**config.mk**
```make
export PLATFORM = sky130hd
export DESIGN_NAME = breadboard_lut_seq
export DESIGN_NICKNAME = d
export VERILOG_FILES = /design/src/rtl/breadboard_lut_seq.sv
export SDC_FILE = /design/constraint.sdc
export NUM_CORES = 1
export LEC_CHECK = 0
export ABC_AREA = 1
export CORE_UTILIZATION = 61
export DETAILED_ROUTE_END_ITERATION = 16
export PLACE_DENSITY_LB_ADDON = 0.1
export SYNTH_ARGS = -nofsm -noshare
export SYNTH_HDL_FRONTEND = slang
export SYNTH_SLANG_ARGS = --single-unit
export TNS_END_PERCENT = 5
```
**constraint.sdc**
```tcl
create_clock -name clk -period 6.35 [get_ports clk]
set_input_delay 0.635 -clock clk [delete_from_list [all_inputs] [get_ports clk]]
set_output_delay 0.635 -clock clk [all_outputs]
set_load 0.02 [all_outputs]
```
**src/rtl/breadboard_lut_seq.sv**
```systemverilog
// -----------------------------------------------------------------------------
// breadboard_lut_seq
//
// Run-time loadable truth table (2^IN_W entries of OUT_W bits) with a
// registered single-vector evaluate path and a sweep engine that streams
// every table entry, one per cycle, in index order.
//
// Optional feature macro: BREADBOARD_SIGNATURE_EN
//   When defined, adds output sig: a rotate-left/XOR signature of the
//   sweep result stream, cleared at the start of each sweep.
//
// Ports:
//   clk          rising-edge clock
//   rst          asynchronous active-high reset
//   cfg_we       table write strobe (honoured only when idle)
//   cfg_addr     table write address
//   cfg_data     table write data
//   in_valid     evaluate request (honoured only when idle)
//   in_vec       input vector to evaluate
//   in_ready     high when evaluate requests are accepted (= !sweep_busy)
//   sweep_start  start-sweep pulse (ignored while sweeping)
//   sweep_busy   sweep engine active
//   sweep_done   one-cycle pulse alongside the last sweep result
//   out_valid    result valid
//   out_vec      table[out_idx]
//   out_idx      input vector that produced out_vec
//   sig          sweep signature (only with BREADBOARD_SIGNATURE_EN)
// -----------------------------------------------------------------------------
module breadboard_lut_seq #(
    parameter int IN_W  = 4,
    parameter int OUT_W = 10
) (
    input  logic             clk,
    input  logic             rst,
    input  logic             cfg_we,
    input  logic [IN_W-1:0]  cfg_addr,
    input  logic [OUT_W-1:0] cfg_data,
    input  logic             in_valid,
    input  logic [IN_W-1:0]  in_vec,
    output logic             in_ready,
    input  logic             sweep_start,
    output logic             sweep_busy,
    output logic             sweep_done,
    output logic             out_valid,
    output logic [OUT_W-1:0] out_vec,
    output logic [IN_W-1:0]  out_idx
`ifdef BREADBOARD_SIGNATURE_EN
    ,
    output logic [OUT_W-1:0] sig
`endif
);

    localparam int DEPTH = 1 << IN_W;

    typedef enum logic {
        IDLE  = 1'b0,
        SWEEP = 1'b1
    } state_t;

    state_t state, state_next;

    // The table must clear on reset, so it is built from flops rather
    // than block RAM.
    logic [OUT_W-1:0] lut_mem [DEPTH];
    logic [IN_W-1:0]  cnt;
    logic             last_idx;

    assign last_idx   = (cnt == {IN_W{1'b1}});
    assign sweep_busy = (state == SWEEP);
    assign in_ready   = (state == IDLE);

    // State register
    always_ff @(posedge clk or posedge rst) begin
        if (rst) begin
            state <= IDLE;
        end else begin
            state <= state_next;
        end
    end

    // Next-state logic
    always_comb begin
        state_next = state;
        case (state)
            IDLE:    if (sweep_start) state_next = SWEEP;
            SWEEP:   if (last_idx)    state_next = IDLE;
            default: state_next = IDLE;
        endcase
    end

    // Table storage: writes only while idle. Reads elsewhere see the
    // pre-write contents, giving read-old-data on a same-address collision.
    always_ff @(posedge clk or posedge rst) begin
        if (rst) begin
            for (int i = 0; i < DEPTH; i++) begin
                lut_mem[i] <= '0;
            end
        end else if (state == IDLE && cfg_we) begin
            lut_mem[cfg_addr] <= cfg_data;
        end
    end

    // Result path and sweep counter
    always_ff @(posedge clk or posedge rst) begin
        if (rst) begin
            out_valid  <= 1'b0;
            out_vec    <= '0;
            out_idx    <= '0;
            sweep_done <= 1'b0;
            cnt        <= '0;
        end else begin
            out_valid  <= 1'b0;
            sweep_done <= 1'b0;
            if (state == SWEEP) begin
                out_valid <= 1'b1;
                out_vec   <= lut_mem[cnt];
                out_idx   <= cnt;
                if (last_idx) begin
                    // Stop after the all-ones index; no second pass.
                    sweep_done <= 1'b1;
                    cnt        <= '0;
                end else begin
                    cnt <= cnt + 1'b1;
                end
            end else if (in_valid) begin
                out_valid <= 1'b1;
                out_vec   <= lut_mem[in_vec];
                out_idx   <= in_vec;
            end
        end
    end

`ifdef BREADBOARD_SIGNATURE_EN
    // Signature folds each sweep result in as it is registered; evaluate
    // results never touch it.
    always_ff @(posedge clk or posedge rst) begin
        if (rst) begin
            sig <= '0;
        end else if (state == IDLE && sweep_start) begin
            sig <= '0;
        end else if (state == SWEEP) begin
            sig <= {sig[OUT_W-2:0], sig[OUT_W-1]} ^ lut_mem[cnt];
        end
    end
`endif

endmodule

```
# Word-level counts from Yosys, hierarchy flattened
# Index checks and enable logic that the tools add are counted.
# W data, S select, Z words.
# word_totals
register_bits	181
latchBits	0
mem_bits_rw	0
rom_bits	0
out_inout_bits	18
wordCells	56
mem_count	0
# op_classes
add_sub_neg	1
multipliers	0
div	0
n_lt_le_gt_ge	4
n_eq_ne	1
shift	0
n_mux	21
bitwise	4
n_reduce_logical	3
# ops
cell	count
$bwmux W160	1
$bmux W10 S4	2
$mux W10	7
$demux W10 S4	1
$ge A5 B5 Y1 const B	3
$not A4 Y5	3
$mux W4	3
$mux W1	6
$lt A5 B1 Y1 const B	1
$add A4 B1 Y4 const B	1
$eq A4 B4 Y1 const B	1
$logic_and A1 B1 Y1	2
$pmux W1 S2	1
$reduce_bool A2 Y1	1
$not A1 Y1	1

# Longest topological paths before layout
# logic_depth
word_depth	6
mapped_depth	11

# Least setup slack after synthesis
# OpenSTA, ideal clock, no wires.
# synth_path
kind	input to register
start	input port in_vec[0]
end	register out_vec[9]
setup_time_ps	124
arrival_ps	1471
t_required_ps	6226
path_slack_ps	4755
path_stages	9
path_cell_list	buf_6 -> buf_6 -> buf_6 -> o211ai_1 -> nand3_1 -> nand3_1 -> nand2_1 -> inv_2 -> nand3_1
# synth_via
elab_chain_cells	6
# synth_lines
item	line_no	source
from (decl)	39	input logic [IN_W-1:0] in_vec,
$not A4 Y5 (not written as such)	127	out_vec <= lut_mem[in_vec];
$bmux W10 S4	127	
$mux W10 (not written as such) (2 in a row)	127	
$mux W10	125	end else if (in_valid) begin
$mux W10	114	if (state == SWEEP) begin
to (signal assigned)	116	out_vec <= lut_mem[cnt];
to (signal assigned)	127	
to (decl)	45	output logic [OUT_W-1:0] out_vec,
# Every way passes these cells. The select of a mux whose other input is x is not followed.
# A chain may end at the register's enable or synchronous reset.

# Worst setup path in the final report
# layout_path
start	input port in_vec[2]
end	register out_vec[7]
# Same word-level chain as after synthesis.

==> metrics.csv <==
metric,value,unit
antenna_found_initial,0,
pwr-share-comb,36.4,%
post_cts_buffers,0,
dp.final_hpwl,17400,µm
ir_drop,0.0003354,V
grt_pass1_wl,45620,µm
area_growth_syn_to_layout,7.463,%
crit_top_cell,a21oi_1,
fin_crit_sh,43.09,%
placedInstanceArea,10130,µm²
synth_seq_cells,181,
synth_warnings,0,
cts_tree,done,
dp.cells,1492,
crit_buf_inv,2,
setup_viol_count_final,0,
cp-start-kind,input pin,
regArea,4534,µm²
finalHoldViolations,0,
final_cell_area,10760,µm²
rsz0062_at_grt,no,
core,15940,µm²
route.detailed.drc,0,
p_sw,1.847,mW
holdWs,483.8,ps
report.final.slew_viol_count,0,
fill_cells,1427,
gp_congestion,0.8562,
grt_pass1_vias,8607,
syn_area,10010,µm²
max_freq,365.5,MHz
row_count,46,
start_util,62.78,%
dieArea,16930,µm²
critPathTopFamily,buffers and inverters,
synthCells,1336,
pin_count,41,
num_vias,9270,
insertion_delay,450,ps
multi_input_area,4418,µm²
grt_use_total,36.23,%
swShare,40.26,%
crit_slowest_cell,clkdlybuf4s50_1,
max_cap_violations,0,
worst_pin_slew,1070,ps
hold_class,reg2reg,
drt-total-wl,28740,µm
synth.net_count,1360,
critPathKind,in2reg,
cts_resized,0,
status,"finished, final reports clean",
clkTransAtPathRegs,70,ps
path_cells,"clkdlybuf4s50_1, inv_1, a21oi_1, o21ai_1, a21oi_1, nand2_1",
worst_ep_arrival_time,3060,ps
globalRouteOverflowTotal,0,
p_leak,4.848,nW
firstDrtPassIters,5,
drive_above_1_share,6.269,%
ctsHoldBuffers,0,
port_buffers,40,
dieWidth,130.1,µm
clkPwrFrac,24.9,%
drt_iter0_drc,1160,
clk_path_buf_depth,2,
worstPathMaxFanout,22,
cts.sinks,181,
crit_path_max_incr_delay,1160,ps
n_antenna_cell,0,
sequentialPowerShare,38.7,%
finalCriticalPeriod,2736,ps
cp.required,6680,ps
p_per_area,426.5,nW/µm²
die_h,130.1,µm
wl_per_cell,18.86,µm
postSynthAreaPerCell,7.492,µm²
relSlewSlack,28.42,%
vias_per_cell,6.083,
fin_cells,1524,
fin_tns_setup,0,ps
ant_nets,0,
p_int,2.741,mW
ys_types,30,
end_kind,flip-flop,
grt_max_degree,77,
skew,14.62,ps
cts_root_buf,clkbuf_16,
ys_seq_area_share,45.25,%
cts_buffers,17,
nets,1319,
h-tree-depth,4,
## path summary, 6_finish.rpt
check	slack, ps	cells past startpoint	startpoint	endpoint
hold / removal	480	2	lut_mem[7]	lut_mem[7]
setup / recovery	3610	6	in_vec[2]	out_vec[7]
min in group asynchronous	600	2	rst	lut_mem[143]
setup reg to reg	3860	8	cnt[0]	out_vec[2]
max in group asynchronous	4360	3	rst	lut_mem[35]
hold reg to reg	480	2	lut_mem[7]	lut_mem[7]
## layout make-up
class / instances / area share (%)
well taps: 216 / 2.512
multi-input cells: 928 / 41.07
clock inverters: 13 / 1.675
clock buffers: 19 / 4.118
inverters: 120 / 4.327
repair buffers: 47 / 4.141
flip-flops and latches: 181 / 42.15
## routing by layer
layer | vias up | global-route usage [%] | wire (µm)
met5 | - | 0 | 0
met4 | 0 | 16.07 | 937
met3 | 88 | 6.027 | 2197
met2 | 471 | 57.13 | 13350
met1 | 4383 | 49.44 | 12260
li1 | 4328 | - | -
## registers in the layout, indices dropped and copies added, names as in the netlist
signal / cells
cnt: 4
lut_mem: 160
out_idx: 4
out_valid: 1
out_vec: 10
sweep_busy: 1
sweep_done: 1
## cell families (layout without fill, tap and decap cells)
| family | after synthesis | in the layout | share of synthesized area (%) |
|---|---|---|---|
| compound gates | 376 | 376 | 21.08 |
| buf+inv | 227 | 199 | 10.61 |
| simple gates | 551 | 551 | 22.94 |
| fa+ha+maj | 1 | 1 | 0.1250 |
| flops | 181 | 181 | 45.25 |
## cells in the mapped netlist (all sizes together)
cell type / n / area, µm²
nor2: 48 / 187.7
nand3: 137 / 695.7
ha: 1 / 12.51
nand4: 2 / 12.51
dfrtp: 181 / 4529
inv: 119 / 451.7
clkbuf: 33 / 125.1
clkinv: 1 / 8.760
nor3: 3 / 25.02
a21oi: 72 / 360.4
o211ai: 54 / 435.4
a22oi: 1 / 7.510
nand3b: 2 / 15.01
o21ai: 249 / 1306
buf: 74 / 476.7
nand2: 359 / 1360
## power by group through the flow
stage	clock network [mW]	registers [mW]	logic, mW
after floorplan	0	1.70	1.27
after global placement	0	1.77	1.58
after detailed placement	0	1.78	1.63
after CTS	1.14	1.76	1.65
after global routing	1.18	1.81	1.87
final	1.14	1.78	1.67
## stage by stage
step	util, %	power (mW)	setup WS (ps)
2_1_floorplan	-	2.975	799.7
3_3_place_gp	63.56	3.356	3310
3_5_place_dp	63.56	3.405	3254
4_1_cts	67.47	4.543	3685
5_1_grt	67.47	4.866	3416
6_report	67.47	4.588	3614
## cell usage in the layout (no fill, tap or decap), types with 2 or more instances in the layout
cell             Yosys  layout
dfrtp_1            181     179
nand2_1            356     356
a21oi_1             72      72
inv_6                0       2
o21ai_1             44      44
clkdlybuf4s50_1      0      38
o21ai_0            189     189
nand3_1            135     135
o211ai_1            48      48
nand3_2              2       2
inv_1              111     110
nor3_2               2       2
nand4_1              2       2
nand2_2              2       2
inv_2                6       6
nand3b_1             2       2
clkinv_2             0       5
clkbuf_16            0      17
buf_4                8       8
bufinv_16            0       4
clkinv_4             1       4
inv_4                2       2
o211ai_2             6       6
nor2_1              47      47
o21ai_2             16      16
## tightest hold or removal path: cells and delay by family (launching register included)
| kind | cells | cell delay [ps] |
|---|---|---|
| flip-flops | 1 | 340 |
| AND/OR/NAND/NOR | 1 | 60 |
| AO/OA/AOI/OAI | 1 | 50 |
(Power assumes the default switching activity.)
